$ cat src/rtl/rr_arb_mux.sv
// -----------------------------------------------------------------------------
// rr_arb_mux
//   N-channel arbiter feeding one registered output stage. Each cycle one valid
//   channel is granted, either round-robin (starting after the last channel
//   served) or by fixed priority (lowest index wins). The granted word and a
//   one-hot tag are captured together in the output register, which is
//   flow-controlled by out_ready.
//
// Parameters
//   N_INPUTS   : number of input channels (1..32)
//   W_INPUT    : data width per channel (1..256)
//   FIXED_PRIO : 0 = round-robin, 1 = fixed priority
//
// Ports
//   clk, rst_n : clock, asynchronous active-low reset
//   in_data    : channel i word at [i*W_INPUT +: W_INPUT]
//   in_valid   : per-channel valid
//   in_ready   : per-channel accept strobe, at most one bit set
//   out_data   : registered selected word
//   out_sel    : registered one-hot tag of the sourcing channel
//   out_valid  : out_data/out_sel are valid
//   out_ready  : downstream accepts the output word this cycle
// -----------------------------------------------------------------------------
module rr_arb_mux #(
    parameter int N_INPUTS   = 4,
    parameter int W_INPUT    = 32,
    parameter int FIXED_PRIO = 0
) (
    input  logic                          clk,
    input  logic                          rst_n,
    input  logic [N_INPUTS*W_INPUT-1:0]   in_data,
    input  logic [N_INPUTS-1:0]           in_valid,
    output logic [N_INPUTS-1:0]           in_ready,
    output logic [W_INPUT-1:0]            out_data,
    output logic [N_INPUTS-1:0]           out_sel,
    output logic                          out_valid,
    input  logic                          out_ready
);

    logic [W_INPUT-1:0]  out_data_q,  out_data_d;
    logic [N_INPUTS-1:0] out_sel_q,   out_sel_d;
    logic                out_valid_q, out_valid_d;
    // One-hot pointer to the channel of the most recent transfer.
    logic [N_INPUTS-1:0] last_q,      last_d;

    logic                load_en;
    logic [N_INPUTS-1:0] above_last;
    logic [N_INPUTS-1:0] req_hi;
    logic [N_INPUTS-1:0] grant;
    logic [W_INPUT-1:0]  sel_word;

    // Isolates the lowest set bit: x & -x, written in unsigned form.
    function automatic logic [N_INPUTS-1:0] lowest_one(input logic [N_INPUTS-1:0] x);
        return x & (~x + N_INPUTS'(1));
    endfunction

    // The stage can take a word when empty or draining this cycle. rst_n is
    // folded in so nothing is acknowledged upstream while reset is held.
    assign load_en = rst_n & (~out_valid_q | out_ready);

    // Mask of channel positions strictly above the last-served channel.
    always_comb begin
        // NOTE: every always_comb output gets a default before any branch or
        // loop, so no path leaves it unassigned and no latch is inferred.
        logic seen;
        above_last = '0;
        seen       = 1'b0;
        for (int i = 0; i < N_INPUTS; i++) begin
            above_last[i] = seen;
            seen          = seen | last_q[i];
        end
    end

    // Round-robin: prefer the lowest valid channel above last; if none,
    // wrap around to the lowest valid channel overall.
    always_comb begin
        req_hi = in_valid & above_last;
        grant  = lowest_one(in_valid);
        if (FIXED_PRIO == 0 && (|req_hi)) begin
            grant = lowest_one(req_hi);
        end
    end

    assign in_ready = grant & {N_INPUTS{load_en}};

    // AND-OR select: grant is one-hot, so at most one term contributes.
    always_comb begin
        sel_word = '0;
        for (int i = 0; i < N_INPUTS; i++) begin
            sel_word = sel_word | (in_data[i*W_INPUT +: W_INPUT] & {W_INPUT{grant[i]}});
        end
    end

    always_comb begin
        out_data_d  = out_data_q;
        out_sel_d   = out_sel_q;
        out_valid_d = out_valid_q;
        last_d      = last_q;
        if (load_en) begin
            if (|grant) begin
                out_data_d  = sel_word;
                out_sel_d   = grant;
                out_valid_d = 1'b1;
                last_d      = grant;
            end else begin
                out_valid_d = 1'b0;
            end
        end
    end

    // NOTE: state registers use non-blocking assignments so every flop samples
    // values from before the edge, independent of block ordering.
    always_ff @(posedge clk or negedge rst_n) begin
        if (!rst_n) begin
            out_data_q  <= '0;
            out_sel_q   <= '0;
            out_valid_q <= 1'b0;
            // Pointing at the top channel makes channel 0 first after reset.
            last_q      <= N_INPUTS'(1) << (N_INPUTS - 1);
        end else begin
            out_data_q  <= out_data_d;
            out_sel_q   <= out_sel_d;
            out_valid_q <= out_valid_d;
            last_q      <= last_d;
        end
    end

    assign out_data  = out_data_q;
    assign out_sel   = out_sel_q;
    assign out_valid = out_valid_q;

endmodule

$ cat config.mk
export PLATFORM = sky130hd
export DESIGN_NAME = rr_arb_mux
export DESIGN_NICKNAME = d
export VERILOG_FILES = /design/src/rtl/rr_arb_mux.sv
export SDC_FILE = /design/constraint.sdc
export NUM_CORES = 1
export LEC_CHECK = 0
export CELL_PAD_IN_SITES_DETAIL_PLACEMENT = 1
export CELL_PAD_IN_SITES_GLOBAL_PLACEMENT = 1
export CORE_ASPECT_RATIO = 0.7
export CORE_MARGIN = 1.5
export CORE_UTILIZATION = 28
export CTS_CLUSTER_SIZE = 30
export DETAILED_ROUTE_END_ITERATION = 8
export HOLD_SLACK_MARGIN = 0.05
export PLACE_DENSITY_LB_ADDON = 0.1
export REMOVE_ABC_BUFFERS = 1
export SLEW_MARGIN = 40
export SYNTH_ARGS = -nofsm -noshare
export SYNTH_HDL_FRONTEND = slang
export SYNTH_SLANG_ARGS = --single-unit
$ cat constraint.sdc
create_clock -name clk -period 2.6 [get_ports clk]
set_input_delay 0.39 -clock clk [delete_from_list [all_inputs] [get_ports clk]]
set_output_delay 0.39 -clock clk [all_outputs]
set_load 0.03 [all_outputs]
### Word-level counts from Yosys, hierarchy flattened

Cells that the tools add are included.

| word-level totals | value |
|---|---|
| register bits after elaboration | 40 |
| word-level logic and storage cells | 29 |
| bits of input ports | 135 |

| operators by class | value |
|---|---|
| bitwise operators | 18 |
| reductions and logical operators | 3 |
| multiplexer cells | 2 |
| $add $sub $neg | 2 |

Operator list:

| kind | count |
|---|---|
| 32-bit AND | 4 |
| 32-bit bitwise OR | 3 |
| 4-bit AND | 4 |
| 4-bit by 1-bit adder with 4-bit output, second input constant | 2 |
| 4-bit inverter | 2 |
| 4-bit OR reduction | 2 |
| 4-bit two-way mux | 1 |
| 1-bit bitwise OR | 3 |
| 2-bit AND reduction | 1 |
| 1-bit AND | 1 |
| 1-bit two-way mux | 1 |
| 1-bit inverter | 1 |

### Depth between registers and ports, before layout

Gate-level depths: netlist of run 1.

| depth | value |
|---|---|
| depth after elaboration | 11 |
| mapped depth | 8 |
| depth with buffers taken out | 5 |

### Least setup slack after synthesis of run 1

Ideal clock, no wire load.

| path | value |
|---|---|
| path kind | flip-flop to output port |
| start point | register out_sel[1] (netlist name) |
| end point | output port in_ready[2] |
| required time | 2210 ps |
| stages on the path, launching flop included | 5 |
| arrival | 1827 ps |
| setup slack | 383 ps |
| cell sequence | dfrtp_1 -> nand2b_1 -> a221oi_2 -> clkbuf_1 -> nor2b_1 |

RTL lines:

| item | line | RTL |
|---|---|---|
| end, declared | 33 | `output logic [N_INPUTS-1:0] in_ready,` |

### Worst setup path after layout of run 1

| path | value |
|---|---|
| start point | input port in_valid[3] |
| end point | output port in_ready[2] |

| on the way | value |
|---|---|
| word-level cells in the longest chain between the ends | 4 |

RTL lines:

| item | line | RTL |
|---|---|---|
| start, declared | 32 | `input logic [N_INPUTS-1:0] in_valid,` |
| 4-bit AND | 77 | `req_hi = in_valid & above_last;` |
| 4-bit OR reduction | 79 | `if (FIXED_PRIO == 0 && (\|req_hi)) begin` |
| 4-bit two-way mux | 79 |  |
| 4-bit AND | 84 | `assign in_ready = grant & {N_INPUTS{load_en}};` |

Every way passes these cells.

==> results of run 1 <==
layer usage:
| metal | up-vias | part of all wire (%) | track usage (%) |
|---|---|---|---|
| met3 | 8 | 8.2 | 6.18 |
| met1 | 1488 | 46 | 26.9 |
| li1 | 1507 | - | - |
| met4 | 0 | 0.65 | 3.81 |
| met2 | 114 | 46 | 36.7 |
| met5 | - | 0 | 0 |
placed cells by master (no fill, tap or decap), drive strengths merged:
cell	Yosys	layout
a2111oi	32	32
a21bo	1	1
a21boi	32	32
a21o	3	3
a21oi	33	33
a221oi	1	1
a31o	1	1
a41oi	1	1
and2	34	34
and2b	1	1
buf	12	30
clkbuf	15	7
clkdlybuf4s50	0	170
clkinv	1	1
dfrtp	37	37
dlymetal6s2s	0	1
inv	36	36
mux2i	32	32
nand2	34	34
nand2b	2	2
nand3b	1	1
nor2	6	6
nor2b	3	3
o21a	1	1
o21ai	5	5
o21bai	1	1
o22ai	2	2
cell type report:
cell class	count	area share, %
timing repair buffer	201	40.1
multi-input combinational	226	32.2
sequential	37	18.8
tap	128	3.25
clock buffer	7	2.89
inverter	37	2.82
report_power, final:
part	internal, mW	leakage [nW]	switching (mW)	total (mW)
Clock	0.377	0.0700	0.229	0.606
Sequential	0.870	0.450	0.191	1.06
Combinational	1.27	1.54	1.58	2.85
worst min path at each step:
stage / start / end / cells after the start
after global placement: out_valid / out_valid / 1
after detailed placement: out_valid / out_valid / 1
final: rst_n / out_data[24] / 2
after global routing: rst_n / out_data[24] / 2
after floorplan: rst_n / out_data[0] / 0
after CTS: rst_n / out_data[24] / 2
cells in the mapped netlist:
library cell and instances:
buf_2 7, a21bo_1 1, o21a_1 1, o21ai_0 1
nand3b_1 1, a2111oi_0 32, a21oi_1 33, buf_6 1
o21ai_4 1, nor2b_1 3, nand2_1 34, a31o_2 1
nand2b_1 2, clkinv_1 1, mux2i_1 32, inv_1 36
a221oi_2 1, and2_1 33, a21o_1 3, a41oi_2 1
dfrtp_1 37, and2_2 1, clkbuf_1 15, nor2_1 6
o21bai_1 1, o21ai_1 1, o22ai_1 2, and2b_4 1
a21boi_0 32, buf_8 1, o21ai_2 2, buf_4 1
buf_12 2
cell families after synthesis:
group	after synthesis
buf+inv	64
flops	37
compound gates	113
simple gates	81
mux	32
through the flow:
step	setup WS [ps]	setup TNS (ps)	total power [mW]	util [%]
6_report	196	0	4.52	50.9
5_1_grt	81.3	0	4.82	50.9
3_5_place_dp	41.3	0	3.95	49.4
3_3_place_gp	62.7	0	3.88	49.4
2_1_floorplan	-828	-28580	2.56	-
4_1_cts	25.3	0	4.59	50.9
sequential cells by signal, summed over array words and instances (netlist names):
register	flops
out_sel	4
out_valid	1
out_data	32
==> flow_summary.toml, run 1 <==
[run_status]
status = "completed"

[critical_path]
r2r_slack_ps = 560
cp-end-kind = "output port"
cp.depth = 6
r2r-end = "out_data[10]"
worstReg2RegStart = "out_sel[1]"
critical_path.cell_chain = "clkdlybuf4s50_1 -> a21o_1 -> a221oi_4 -> buf_4 -> nor2b_1 -> buf_4"
critPathKind = "in2out"
worstSetupStartpointType = "input pin"
path_max_fanout = 14
critPathRequiredTime_ps = 2210
path_common_cell = "buf_4"
path_buf_inv = 3
worst_path_largest_cell_delay_ps = 470
slowest_stage = "clkdlybuf4s50_1"
worstPathArrival_ps = 2010
r2r_cells = 7
crit_path_end = "in_ready[2]"
cpLargestDelayFamily = "buffers and inverters"
startpoint = "in_valid[3]"

[timing]
setup_viol = 0
finClkSkew_ps = 5.51
hold_ws_ps = 250
period_needed_ps = 2400
slew_headroom_pct = 66.2
final.period_utilization_pct = 92.5
drv_slew = 0
fmax_mhz = 416
final-hold-violation-count = 0
rsz0062_at_grt = "no"
max_slew.worst_pin.slew_ps = 494

[synth]
synth_area_um2 = 2790
synthSimpleGateAreaFrac_pct = 14.8
synth-compound-area-share_pct = 29.7
ys_seq_area_share_pct = 33.2
yosys_warnings = 0
synth_top_area_share_pct = 33.2
yosys.area_share.xor_xnor_pct = 0
yosys.area.top_type = "dfrtp_1"
synthDistinctLibCells = 33
synth_top_family_by_area = "compound AO/OA/AOI/OAI gates"
synth-adder-area-share_pct = 0
syn_avg_cell_area_um2 = 8.54
synth.area.top_cells = "dfrtp_1 33%, mux2i_1 11%, a2111oi_0 10%"
syn_inst = 327
synth.area.mux_share_pct = 11.5
synth-seq-cells = 37

[final_layout]
final_cell_area_um2 = 4930
multi_input_area_um2 = 1590
nFillCells = 1145
layout-drive-gt1-share_pct = 8.66
diodes = 0
final_nets = 643
syn2layout_area_growth_pct = 76.4
regArea_um2 = 926
fin_cells = 636

[pwr]
peakVddDrop_mv = 0.329
powerDensity_nw_per_um2 = 917
p_leak_nw = 2.06

[detailed_routing]
vias = 3117
via_per_inst = 4.90
drt_pre_antenna_iters = 4
finalWirelength_mm = 11.2
drc = 0
detail-route-antenna-nets = 0
drtIter0Drc = 128
wl_per_cell_um = 17.6

[clock_tree]
insertion_delay_ps = 280
ctsRootBufferMaster = "clkbuf_16"
clk_path_buf_depth = 2
cts_sinks = 37
cts_tree = "built"
post_cts_buffers = 0
clkTransAtPathRegs_ps = 60
hold_buffers = 0
cts_buffers = 5
htree_levels = 2
cts-resized-gates = 0

[place]
place_hpwl_mm = 8.43
dp_cells = 629
placed_area_um2 = 4780
gp_congestion = 0.724
port_buffers = 175

[floorplanning]
die_w_um = 122
rows = 30
fp.dieH_um = 86.6
design.die.area_um2 = 10600
core_region_area_um2 = 9680
boundaryPins = 176
initial_utilization_pct = 28.8

[worst_hold_path]
hold_class = "in2async"

[global_route]
grt_pass1_wl_mm = 17.6
grt_usage_pct = 21.3
grt-ovfl-total = 0
grt_pass1_vias = 3394
antenna_found_initial = 0
grt_max_degree = 38

[job]
cap_viol_max_count = 0
(Power assumes the default switching activity.)
==> run 2: changes to the inputs <==
--- a/config.mk
+++ b/config.mk
@@ -9,12 +9,13 @@
 export CELL_PAD_IN_SITES_GLOBAL_PLACEMENT = 1
 export CORE_ASPECT_RATIO = 0.7
 export CORE_MARGIN = 1.5
-export CORE_UTILIZATION = 28
+export CORE_UTILIZATION = 23
 export CTS_CLUSTER_SIZE = 30
 export DETAILED_ROUTE_END_ITERATION = 8
 export HOLD_SLACK_MARGIN = 0.05
 export PLACE_DENSITY_LB_ADDON = 0.1
 export REMOVE_ABC_BUFFERS = 1
+export SKIP_CTS_REPAIR_TIMING = 1
 export SLEW_MARGIN = 40
 export SYNTH_ARGS = -nofsm -noshare
 export SYNTH_HDL_FRONTEND = slang
==> constraint.sdc (replaced) <==
create_clock -name clk -period 2.12 [get_ports clk]
set_input_delay 0.318 -clock clk [delete_from_list [all_inputs] [get_ports clk]]
set_output_delay 0.318 -clock clk [all_outputs]
set_load 0.03 [all_outputs]
==> flow_summary.toml, run 2 (synthesized netlist as in run 1, its figures left out) <==
[place]
gp_congestion = 0.815
place_hpwl_mm = 9.06
dp_cells = 676
placed_area_um2 = 4960
port_buffers = 175
pre_cts_slack_ps = -571

[global_route]
grt_pass1_wl_mm = 17.9
grt_usage_pct = 18.1
antenna_found_initial = 0
grt-ovfl-total = 0
grt_pass1_vias = 3340
grt_max_degree = 38

[timing]
slew_headroom_pct = 64.6
final-hold-violation-count = 0
timing.final.ws_setup_ps = 62.8
period_needed_ps = 2060
finClkSkew_ps = 3.06
rsz0062_at_grt = "yes"
fmax_mhz = 486
drv_slew = 0
setup_tns_ps = 0
max_slew.worst_pin.slew_ps = 517
setup_viol = 0
final.period_utilization_pct = 97.0

[critical_path]
slowest_stage = "dfrtp_2"
path_max_fanout = 8
critical_path.cell_chain = "and2b_4 -> o21ai_4 -> buf_12 -> a21bo_4 -> buf_4 -> nor2_1 -> buf_4"
cp-end-kind = "output port"
cpLargestDelayFamily = "flip-flops"
worstPathArrival_ps = 1740
critPathRequiredTime_ps = 1800
cp.depth = 7
critPathKind = "reg2out"
worstSetupStartpointType = "flop"
path_common_cell = "buf_4"
path_buf_inv = 3
r2r_cells = 8
worst_path_largest_cell_delay_ps = 470

[detailed_routing]
wl_per_cell_um = 17.2
drt_pre_antenna_iters = 4
drtIter0Drc = 89
vias = 3206
finalWirelength_mm = 12.0
drc = 0
via_per_inst = 4.61
detail-route-antenna-nets = 0

[floorplanning]
die_w_um = 135
design.die.area_um2 = 12800
core_region_area_um2 = 11800
initial_utilization_pct = 23.7
rows = 33
boundaryPins = 176
fp.dieH_um = 95.2

[clock_tree]
cts_sinks = 37
insertion_delay_ps = 280
cts_buffers = 5
clkTransAtPathRegs_ps = 60
clk_path_buf_depth = 2
ctsRootBufferMaster = "clkbuf_16"
cts_tree = "built"
htree_levels = 2

[final_layout]
final_common_cell = "clkdlybuf4s50_1"
final_cell_area_um2 = 5350
syn2layout_area_growth_pct = 91.5
nFillCells = 1342
most-common-layout-cells = "166 x clkdlybuf4s50_1, 52 x buf_4, 36 x inv_1"
diodes = 0
layout-drive-gt1-share_pct = 17.1
largest_reg_flops = 32
final_nets = 672
fin_cells = 695

[run_status]
status = "completed"

[job]
cap_viol_max_count = 0

[pwr]
powerDensity_nw_per_um2 = 1160
p_leak_nw = 2.27
peakVddDrop_mv = 0.450

[worst_hold_path]
hold_class = "in2async"
[run 2: cell types whose count changed in the layout (fill, tap and decap cells not counted), moves of 2 or more]
cell             previous run  this run
a2111oi_0                  32        21
a2111oi_1                   0         3
a2111oi_2                   0         8
buf_4                      26        52
buf_6                       0         2
clkdlybuf4s50_1           170       166
dfrtp_1                    37        35
dfrtp_2                     0         2
dlymetal6s2s_1              1         4
nor2_1                      6         4
nor2b_1                     3         1
[run 2: where the power goes]
part / internal, mW / leakage [nW] / total [mW] / switching [mW]
Combinational: 1.92 / 1.74 / 4.03 / 2.11
Clock: 0.588 / 0.0841 / 0.869 / 0.282
Sequential: 1.07 / 0.447 / 1.31 / 0.235
[run 2: final timing paths]
kind | slack, ps | start | end
min reg2reg | 520 | out_data[7] | out_data[7]
min | 160 | rst_n | out_data[8]
max in group asynchronous | 1590 | rst_n | out_sel[0]
max | 60 | out_sel[1] | in_ready[3]
max reg2reg | 110 | out_sel[1] | out_data[25]
min in group clk | 520 | out_data[7] | out_data[7]
[run 2: through the flow]
step | hold slack [ps] | power (mW) | util, %
global route | 224 | 6.62 | 45.5
CTS | 196 | 5.97 | 43.6
floorplan | 22.4 | 3.14 | -
detailed placement | 499 | 5.06 | 42.2
global placement | 493 | 5.01 | 42.2
finish | 165 | 6.20 | 45.5
[run 2: final cells by class]
cell class / count / area [um2] / area share [%]
tap: 157 / 196 / 3.67
timing repair buffer: 230 / 2230 / 41.8
sequential: 37 / 928 / 17.4
clock buffer: 7 / 143 / 2.67
clock inverter: 1 / 30.0 / 0.561
multi-input combinational: 226 / 1680 / 31.4
inverter: 37 / 139 / 2.60
[run 2: per-layer routing]
layer	routed length, um	vias to the layer above	track usage [%]
met2	5150	122	29.0
met3	1160	7	6.75
met5	0	-	0
li1	-	1567	-
met1	5610	1510	23.6
met4	70	0	3.14
==> run 3: changes to the inputs <==
--- a/config.mk
+++ b/config.mk
@@ -9,8 +9,7 @@
 export CELL_PAD_IN_SITES_GLOBAL_PLACEMENT = 1
 export CORE_ASPECT_RATIO = 0.7
 export CORE_MARGIN = 1.5
-export CORE_UTILIZATION = 23
-export CTS_CLUSTER_SIZE = 30
+export CORE_UTILIZATION = 26
 export DETAILED_ROUTE_END_ITERATION = 8
 export HOLD_SLACK_MARGIN = 0.05
 export PLACE_DENSITY_LB_ADDON = 0.1
==> constraint.sdc (replaced) <==
create_clock -name clk -period 2.2 [get_ports clk]
set_input_delay 0.33 -clock clk [delete_from_list [all_inputs] [get_ports clk]]
set_output_delay 0.33 -clock clk [all_outputs]
set_load 0.03 [all_outputs]
==> flow_summary.toml, run 3 (synthesized netlist as in run 1, its figures left out) <==
[final_layout]
largest_reg_flops = 32
diodes = 0
layout-drive-gt1-share_pct = 13.8
syn2layout_area_growth_pct = 87.4
final_nets = 663
utilization_pct = 50.3
nFillCells = 1213
final_common_cell = "clkdlybuf4s50_1"
most-common-layout-cells = "166 x clkdlybuf4s50_1, 41 x buf_4, 36 x inv_1, 36 x dfrtp_1, 34 x nand2_1"

[pwr]
powerDensity_nw_per_um2 = 1090
peakVddDrop_mv = 0.517
p_leak_nw = 2.23

[timing]
setup_viol = 0
slew_headroom_pct = 65.6
fmax_mhz = 471
final-hold-violation-count = 0
final.period_utilization_pct = 96.4
finClkSkew_ps = 5.10
drv_slew = 0
max_slew.worst_pin.slew_ps = 503
period_needed_ps = 2120
hold_ws_ps = 168

[floorplanning]
initial_utilization_pct = 26.9
fp.dieH_um = 89.7
die_w_um = 127
rows = 31
core_region_area_um2 = 10400
boundaryPins = 176
design.die.area_um2 = 11400

[clock_tree]
insertion_delay_ps = 280
htree_levels = 2
clk_path_buf_depth = 2
cts_tree = "built"
clkTransAtPathRegs_ps = 60
ctsRootBufferMaster = "clkbuf_16"
cts_buffers = 5
cts_sinks = 37

[critical_path]
path_max_fanout = 5
cp-end-kind = "output port"
startpoint = "out_sel[0]"
worstSetupStartpointType = "flop"
critPathRequiredTime_ps = 1870
worstPathArrival_ps = 1790
worstReg2RegStart = "out_sel[1]"
critPathKind = "reg2out"

[place]
place_hpwl_mm = 9.18
gp_congestion = 0.753
port_buffers = 175

[worst_hold_path]
hold_class = "in2async"

[global_route]
grt_max_degree = 38
grt_pass1_wl_mm = 18.8
grt_usage_pct = 20.9
grt-ovfl-total = 0
grt_pass1_vias = 3546
antenna_found_initial = 1

[detailed_routing]
drt_pre_antenna_iters = 4
drc = 0
highest_layer = "met5"
wl_met1_mm = 5.28
vias = 3230
drtIter0Drc = 89
wl_per_cell_um = 18.3
met3_length_mm = 1.11
via_per_inst = 4.89
route.met2.wl_mm = 5.67
detail-route-antenna-nets = 0
finalWirelength_mm = 12.1

[run_status]
status = "completed"

[job]
cap_viol_max_count = 0
run 3: cell count changes in the layout (fill, tap and decap cells not counted), sizes merged:
| cell | delta |
|---|---|
| buf | -9 |
run 3: through the flow:
step | cells | instance area, um2 | worst slack, ps | setup TNS (ps) | total power, mW
after floorplan | 300 | 2630 | -1230 | -43310 | 3.03
after global placement | 649 | 4950 | -334 | -3970 | 4.72
after detailed placement | 649 | 4950 | -414 | -6490 | 4.80
after CTS | 657 | 5130 | -206 | -527 | 5.68
after global routing | 661 | 5230 | -36.3 | -43.8 | 6.06
final | 661 | 5230 | 78.9 | 0 | 5.70
run 3: worst paths after layout:
path,depth (start not counted),end,slack [ps]
max,5,in_ready[2],80
min,2,out_data[25],170
max reg2reg,8,out_data[11],90
min reg2reg,1,out_valid,510
max in group asynchronous,2,out_sel[1],1660
min in group clk,1,out_valid,510
run 3: area by class of cell:
| type | instances | area [um2] | share of cell area, % |
|---|---|---|---|
| Clock buffer | 7 | 143 | 2.73 |
| Multi-Input combinational cell | 226 | 1620 | 30.9 |
| Sequential cell | 37 | 927 | 17.7 |
| Inverter | 37 | 139 | 2.65 |
| Timing Repair Buffer | 221 | 2210 | 42.2 |
| Clock inverter | 1 | 30.0 | 0.574 |
| Tap cell | 132 | 165 | 3.16 |
run 3: worst max-delay path, stage by stage (launching register included):
cell and delay (ps):
dfrtp_1 440, nand2b_1 210, a221oi_4 390, buf_12 150, nor2b_2 150, buf_4 170
run 3: where the power goes:
part           switching [mW]  internal, mW  total, mW
clock                   0.270         0.566      0.837
combinational            1.94          1.67       3.62
sequential              0.217          1.03       1.25
run 3: per-layer routing:
metal | vias to the layer above | GRT usage (%)
met5 | - | 0
met4 | 2 | 3.98
met3 | 6 | 6.96
met2 | 125 | 36.4
met1 | 1553 | 25.4
li1 | 1544 | -
